`src/rtl/cp2_ctrl_pkg.sv`:
```
// rtl/cp2_ctrl_pkg.sv - shared state encoding, default parameters and ratio-slice helper for cp2_run_ctrl
package cp2_ctrl_pkg;

    typedef enum logic [1:0] {
        ST_HOLD = 2'd0,
        ST_RUN  = 2'd1,
        ST_HALT = 2'd2,
        ST_DONE = 2'd3
    } cp2_state_e;

    localparam int DEF_RST_HOLD = 2;
    localparam int DEF_NUM_CH   = 2;
    localparam int DEF_DIV_W    = 8;
    localparam int DEF_CNT_W    = 16;

    // Packed ratio buses are widened to this many bits before slicing.
    localparam int RATIO_VEC_W  = 256;

    function automatic logic [RATIO_VEC_W-1:0] ratio_slice(
        input logic [RATIO_VEC_W-1:0] vec,
        input int                     ch,
        input int                     w
    );
        logic [RATIO_VEC_W-1:0] mask;
        mask = (RATIO_VEC_W'(1) << w) - RATIO_VEC_W'(1);
        return (vec >> (ch * w)) & mask;
    endfunction

endpackage

```
`src/rtl/cp2en_div_ch.sv`:
```
// rtl/cp2en_div_ch.sv - one divided clock-enable channel: phase counter, shadow ratio and enable decode
module cp2en_div_ch
    import cp2_ctrl_pkg::*;
#(
    parameter int DIV_W = DEF_DIV_W
) (
    input  logic             cp2,
    input  logic             ireset,
    input  logic             run,
    input  logic             hold,
    input  logic             clr,
    input  logic [DIV_W-1:0] ratio,
    output logic             en
);

    logic [DIV_W-1:0] phase_q, phase_d;
    logic [DIV_W-1:0] shadow_q, shadow_d;

    // Shadow tracks the live ratio during HOLD so RUN starts with the value present on entry.
    always_comb begin
        phase_d  = phase_q;
        shadow_d = shadow_q;
        if (clr) begin
            phase_d = '0;
        end else if (hold) begin
            phase_d  = '0;
            shadow_d = ratio;
        end else if (run) begin
            if (phase_q == shadow_q) begin
                phase_d  = '0;
                shadow_d = ratio;
            end else begin
                phase_d = phase_q + 1'b1;
            end
        end
    end

    always_ff @(posedge cp2 or posedge ireset) begin
        if (ireset) begin
            phase_q  <= '0;
            shadow_q <= '0;
        end else begin
            phase_q  <= phase_d;
            shadow_q <= shadow_d;
        end
    end

    assign en = run && (phase_q == '0);

endmodule

```
`src/rtl/cp2_run_ctrl.sv`:
```
// rtl/cp2_run_ctrl.sv - reset-hold / run / halt / done sequencer driving core reset and divided cp2 enables
module cp2_run_ctrl
    import cp2_ctrl_pkg::*;
#(
    parameter int RST_HOLD = DEF_RST_HOLD,
    parameter int NUM_CH   = DEF_NUM_CH,
    parameter int DIV_W    = DEF_DIV_W,
    parameter int CNT_W    = DEF_CNT_W
) (
    input  logic                    cp2,
    input  logic                    ireset,
    input  logic                    ext_rst_req,
    input  logic                    halt_req,
    input  logic [NUM_CH*DIV_W-1:0] div_ratio,
    input  logic [CNT_W-1:0]        run_limit,
    output logic                    core_rst_n,
    output logic [NUM_CH-1:0]       cp2en,
    output logic [CNT_W-1:0]        run_cnt,
    output logic                    done,
    output logic [1:0]              state
);

    localparam int                 HOLD_W    = (RST_HOLD > 1) ? $clog2(RST_HOLD) : 1;
    localparam logic [HOLD_W-1:0]  HOLD_LAST = HOLD_W'(RST_HOLD - 1);

    cp2_state_e        state_q, state_d;
    logic [HOLD_W-1:0] hold_cnt_q, hold_cnt_d;
    logic [CNT_W-1:0]  run_cnt_q, run_cnt_d;
    logic              core_rst_n_q, core_rst_n_d;
    logic              done_q, done_d;
    logic              inc;
    logic              in_run, in_hold;
    logic [RATIO_VEC_W-1:0] div_vec;

    assign in_run  = (state_q == ST_RUN);
    assign in_hold = (state_q == ST_HOLD);
    assign div_vec = RATIO_VEC_W'(div_ratio);

    for (genvar i = 0; i < NUM_CH; i++) begin : g_ch
        cp2en_div_ch #(.DIV_W(DIV_W)) u_ch (
            .cp2    (cp2),
            .ireset (ireset),
            .run    (in_run),
            .hold   (in_hold),
            .clr    (ext_rst_req),
            .ratio  (DIV_W'(ratio_slice(div_vec, i, DIV_W))),
            .en     (cp2en[i])
        );
    end

    always_comb begin
        state_d    = state_q;
        hold_cnt_d = hold_cnt_q;
        inc        = cp2en[0] && (run_cnt_q != '1);
        run_cnt_d  = inc ? run_cnt_q + 1'b1 : run_cnt_q;

        case (state_q)
            ST_HOLD: begin
                if (hold_cnt_q == HOLD_LAST) begin
                    state_d    = ST_RUN;
                    hold_cnt_d = '0;
                end else begin
                    hold_cnt_d = hold_cnt_q + 1'b1;
                end
            end
            ST_RUN: begin
                // Compare against the live limit so a mid-run change applies immediately.
                if ((run_limit != '0) && inc && (run_cnt_d == run_limit)) begin
                    state_d = ST_DONE;
                end else if (halt_req) begin
                    state_d = ST_HALT;
                end
            end
            ST_HALT: begin
                if (!halt_req) begin
                    state_d = ST_RUN;
                end
            end
            default: begin
                state_d = state_q;
            end
        endcase

        if (ext_rst_req) begin
            state_d    = ST_HOLD;
            hold_cnt_d = '0;
            run_cnt_d  = '0;
        end

        core_rst_n_d = (state_d != ST_HOLD);
        done_d       = (state_d == ST_DONE);
    end

    always_ff @(posedge cp2 or posedge ireset) begin
        if (ireset) begin
            state_q      <= ST_HOLD;
            hold_cnt_q   <= '0;
            run_cnt_q    <= '0;
            core_rst_n_q <= 1'b0;
            done_q       <= 1'b0;
        end else begin
            state_q      <= state_d;
            hold_cnt_q   <= hold_cnt_d;
            run_cnt_q    <= run_cnt_d;
            core_rst_n_q <= core_rst_n_d;
            done_q       <= done_d;
        end
    end

    assign core_rst_n = core_rst_n_q;
    assign run_cnt    = run_cnt_q;
    assign done       = done_q;
    assign state      = state_q;

endmodule
```
`config.mk`:
```
export PLATFORM = sky130hd
export DESIGN_NAME = cp2_run_ctrl
export DESIGN_NICKNAME = d
export VERILOG_FILES = /design/src/rtl/cp2_ctrl_pkg.sv /design/src/rtl/cp2en_div_ch.sv /design/src/rtl/cp2_run_ctrl.sv
export SDC_FILE = /design/constraint.sdc
export NUM_CORES = 1
export LEC_CHECK = 0
export BUFFER_PORTS_ARGS = -buffer_cell sky130_fd_sc_hd__buf_2
export CAP_MARGIN = 20
export CORE_ASPECT_RATIO = 1.5
export CORE_UTILIZATION = 41
export CTS_CLUSTER_DIAMETER = 120
export CTS_CLUSTER_SIZE = 20
export DETAILED_ROUTE_END_ITERATION = 12
export PLACE_DENSITY_LB_ADDON = 0.3
export SKIP_CTS_REPAIR_TIMING = 1
export SLEW_MARGIN = 25
export SYNTH_ARGS = -nofsm -noshare
export SYNTH_HDL_FRONTEND = slang
export SYNTH_SLANG_ARGS = --single-unit
```
`constraint.sdc`:
```
create_clock -name cp2 -period 2.8 [get_ports cp2]
set_clock_uncertainty 0.1 [all_clocks]
set_input_delay 0.56 -clock cp2 [delete_from_list [all_inputs] [get_ports cp2]]
set_output_delay 0.56 -clock cp2 [all_outputs]
set_load 0.01 [all_outputs]
```
==> impl_metrics.json <==
{
  "p_per_area_nw_per_um2": 479,
  "worstPathMaxFanout": 4,
  "cts_made_buffers": 5,
  "grt_pass1_vias": 2784,
  "p_leak_uw": 0.00182,
  "htreeDepth": 2,
  "vias_per_cell": 5.56,
  "n_antenna_cell": 0,
  "fin_crit_sh_pct": 101,
  "clkTransAtPathRegs_ns": 0.07,
  "synth.avg_cell_area_sq_um": 9.66,
  "die_area_sq_um": 8190,
  "grt_usage_pct": 22.1,
  "synth_cell_types": 57,
  "drv_slew": 0,
  "tightest_slew_ns": 0.577,
  "die_x_microns": 74.2,
  "cts_buffer_depth": 2,
  "rsz0062_at_grt": "yes",
  "max_stage_delay_ns": 0.47,
  "vias": 2906,
  "violations": "negative setup slack",
  "first_iter_violations": 142,
  "period_needed_ns": 2.83,
  "die_h_microns": 110,
  "start_util_pct": 42.1,
  "firstDrtPassIters": 4,
  "regArea_sq_um": 1330,
  "multiInputGateArea_sq_um": 1890,
  "coreArea_sq_um": 7610,
  "tns_ns": -0.0344,
  "syn_nets": 373,
  "worstPathArrival_ns": 2.94,
  "finalWirelength_microns": 8510,
  "io_pins": 58,
  "synth_seq_cells": 53,
  "clock_latency_ns": 0.29,
  "path_cells": "ha_2, nand4_1, nor4_4, buf_4, nor3_4, buf_4, a311oi_2, and4_1, nand4_1, a211oi_2",
  "synthArstFlopShare_pct": 100,
  "hpwl_microns": 6710,
  "timing.slew.headroom_pct": 61.5,
  "setup_viol": 1,
  "hp-class": "in -> async",
  "synth_cells": 332,
  "synth_ff_type": "dfrtp_1",
  "io_buffers": 57,
  "seq_area_frac_synth_pct": 41.4,
  "wl_per_cell_microns": 16.3,
  "crit_type": "reg -> reg",
  "finalHoldViolCount": 0,
  "synth_area_sq_um": 3210,
  "status": "complete, but fails checks",
  "startpoint_type": "register",
  "ant_nets": 0,
  "drive_gt1_share_pct": 34.7,
  "max-vdd-ir-drop_mv": 0.239,
  "cpMaxStageDelayCell": "nor4_4",
  "antenna_found_initial": 0,
  "dp.cells": 511,
  "drc": 0,
  "grt-ovfl-total": 0,
  "cts_tree": "yes",
  "fillers": 732,
  "syn_to_final_growth_pct": 27.7,
  "layout_commonest_cell": "buf_2",
  "synth_edf_count": 0,
  "gp_congestion": 0.945,
  "drv_cap": 0,
  "cts_root_buf": "clkbuf_16",
  "fmax_mhz": 353,
  "fin_ws_ns": -0.0344,
  "end_kind": "register",
  "worstPathRequired_ns": 2.91,
  "grt_pass1_wl_microns": 13500,
  "grt_max_degree": 23,
  "cts.sinks": 53,
  "fp-row-count": 39,
  "num-nets-final": 462,
  "yosys_warnings": 0,
  "final_cell_mix": "buf_2, dfrtp_1, buf_4",
  "fin_cells": 523
}
## layer usage
layer / vias to the layer above / GRT usage [%] / part of all wire (%)
met5: - / 0 / 0
met4: 0 / 9.16 / 3.5
li1: 1374 / - / -
met2: 67 / 39.6 / 53
met1: 1444 / 26.0 / 41
met3: 21 / 2.82 / 2.7
## power by group
group / total (uW) / internal (uW) / switching, uW
clock network: 612 / 351 / 261
registers: 896 / 843 / 53.1
logic: 452 / 221 / 231
total: 1960 / 1410 / 546
## cells in the mapped netlist (all sizes together), types with 2 or more instances
master    n  share of area [%]
or4       3               0.82
nor2b     6                1.2
mux2     16                5.6
a21oi    13                2.0
and4      2               0.55
nor3     10                1.7
o22ai     5               0.98
or3b      4                1.1
nor4     11                2.6
o21ai    14                2.2
nand4    12                2.8
and2      2               0.39
inv      10                1.2
or3       5               0.98
nand3b    3               0.70
or2       2               0.39
dfrtp    53                 41
nand2    24                2.8
nand2b    5               0.98
clkbuf    6               0.70
buf       5                1.0
o31ai     2               0.47
ha        5                2.0
mux2i     3               0.94
nand3     8                1.4
a221oi    2               0.55
nor4b     3                1.3
and3      8                1.6
xnor2    24                6.6
nor2     32                3.8
xor2     16                4.4
a2111oi   2               0.78
## kinds of logic after synthesis
group / share of synthesized area [%]
xor+xnor: 10.9
mux: 6.55
flops: 41.4
compound gates: 10.5
buf+inv: 2.89
simple gates: 25.9
fa+ha+maj: 1.95
## stage by stage
stage	total power, uW	cell area, sq um	util, %	hold WS, ns	worst slack [ns]
floorplan	1200	3210	-	0.386	0.191
global placement	1340	3810	50.0	0.413	0.0620
detailed placement	1350	3810	50.0	0.418	-0.0230
CTS	1970	3960	52.0	0.188	-0.0447
global route	2070	4090	53.8	0.208	-0.175
finish	1960	4090	53.8	0.172	-0.0344
## critical path, delay by kind of cell, from the launching register on
kind / cells / cell delay, ns
and+or+nand+nor: 5 / 1.16
AOI/OAI and AO/OA: 2 / 0.57
buffers and inverters: 2 / 0.36
DFF: 1 / 0.35
adders and majority gates: 1 / 0.19
## state kept, by name, summed over array words and instances, names as in the netlist
name,count
core_rst_n,1
done,1
run_cnt,16
g_ch.u_ch.phase_q,16
state,2
g_ch.u_ch.shadow_q,16
hold_cnt_q,1
## path summary, 6_finish.rpt
check / from / end / slack [ns] / cells after the start
max: run_cnt[1]$_DFF_PP0_ / state[0]$_DFF_PP0_ / -0.03 / 10
min: ireset / run_cnt[2]$_DFF_PP0_ / 0.17 / 2
max reg2reg: run_cnt[1]$_DFF_PP0_ / state[0]$_DFF_PP0_ / -0.03 / 10
min reg2reg: g_ch[1].u_ch.shadow_q[3]$_DFFE_PP0P_ / g_ch[1].u_ch.shadow_q[3]$_DFFE_PP0P_ / 0.43 / 1
max in group asynchronous: ireset / core_rst_n$_DFF_PP0_ / 1.90 / 3
min in group cp2: div_ratio[0] / g_ch[0].u_ch.shadow_q[0]$_DFFE_PP0P_ / 0.40 / 2
## final cells by class
class,count,area share (%)
clock inverters,1,0.183
well taps,102,3.12
inverters,10,0.917
repair buffers,93,13.9
multi-input cells,258,46.1
flip-flops and latches,53,32.4
clock buffers,6,3.39
Power figures use the tool's default switching activity.
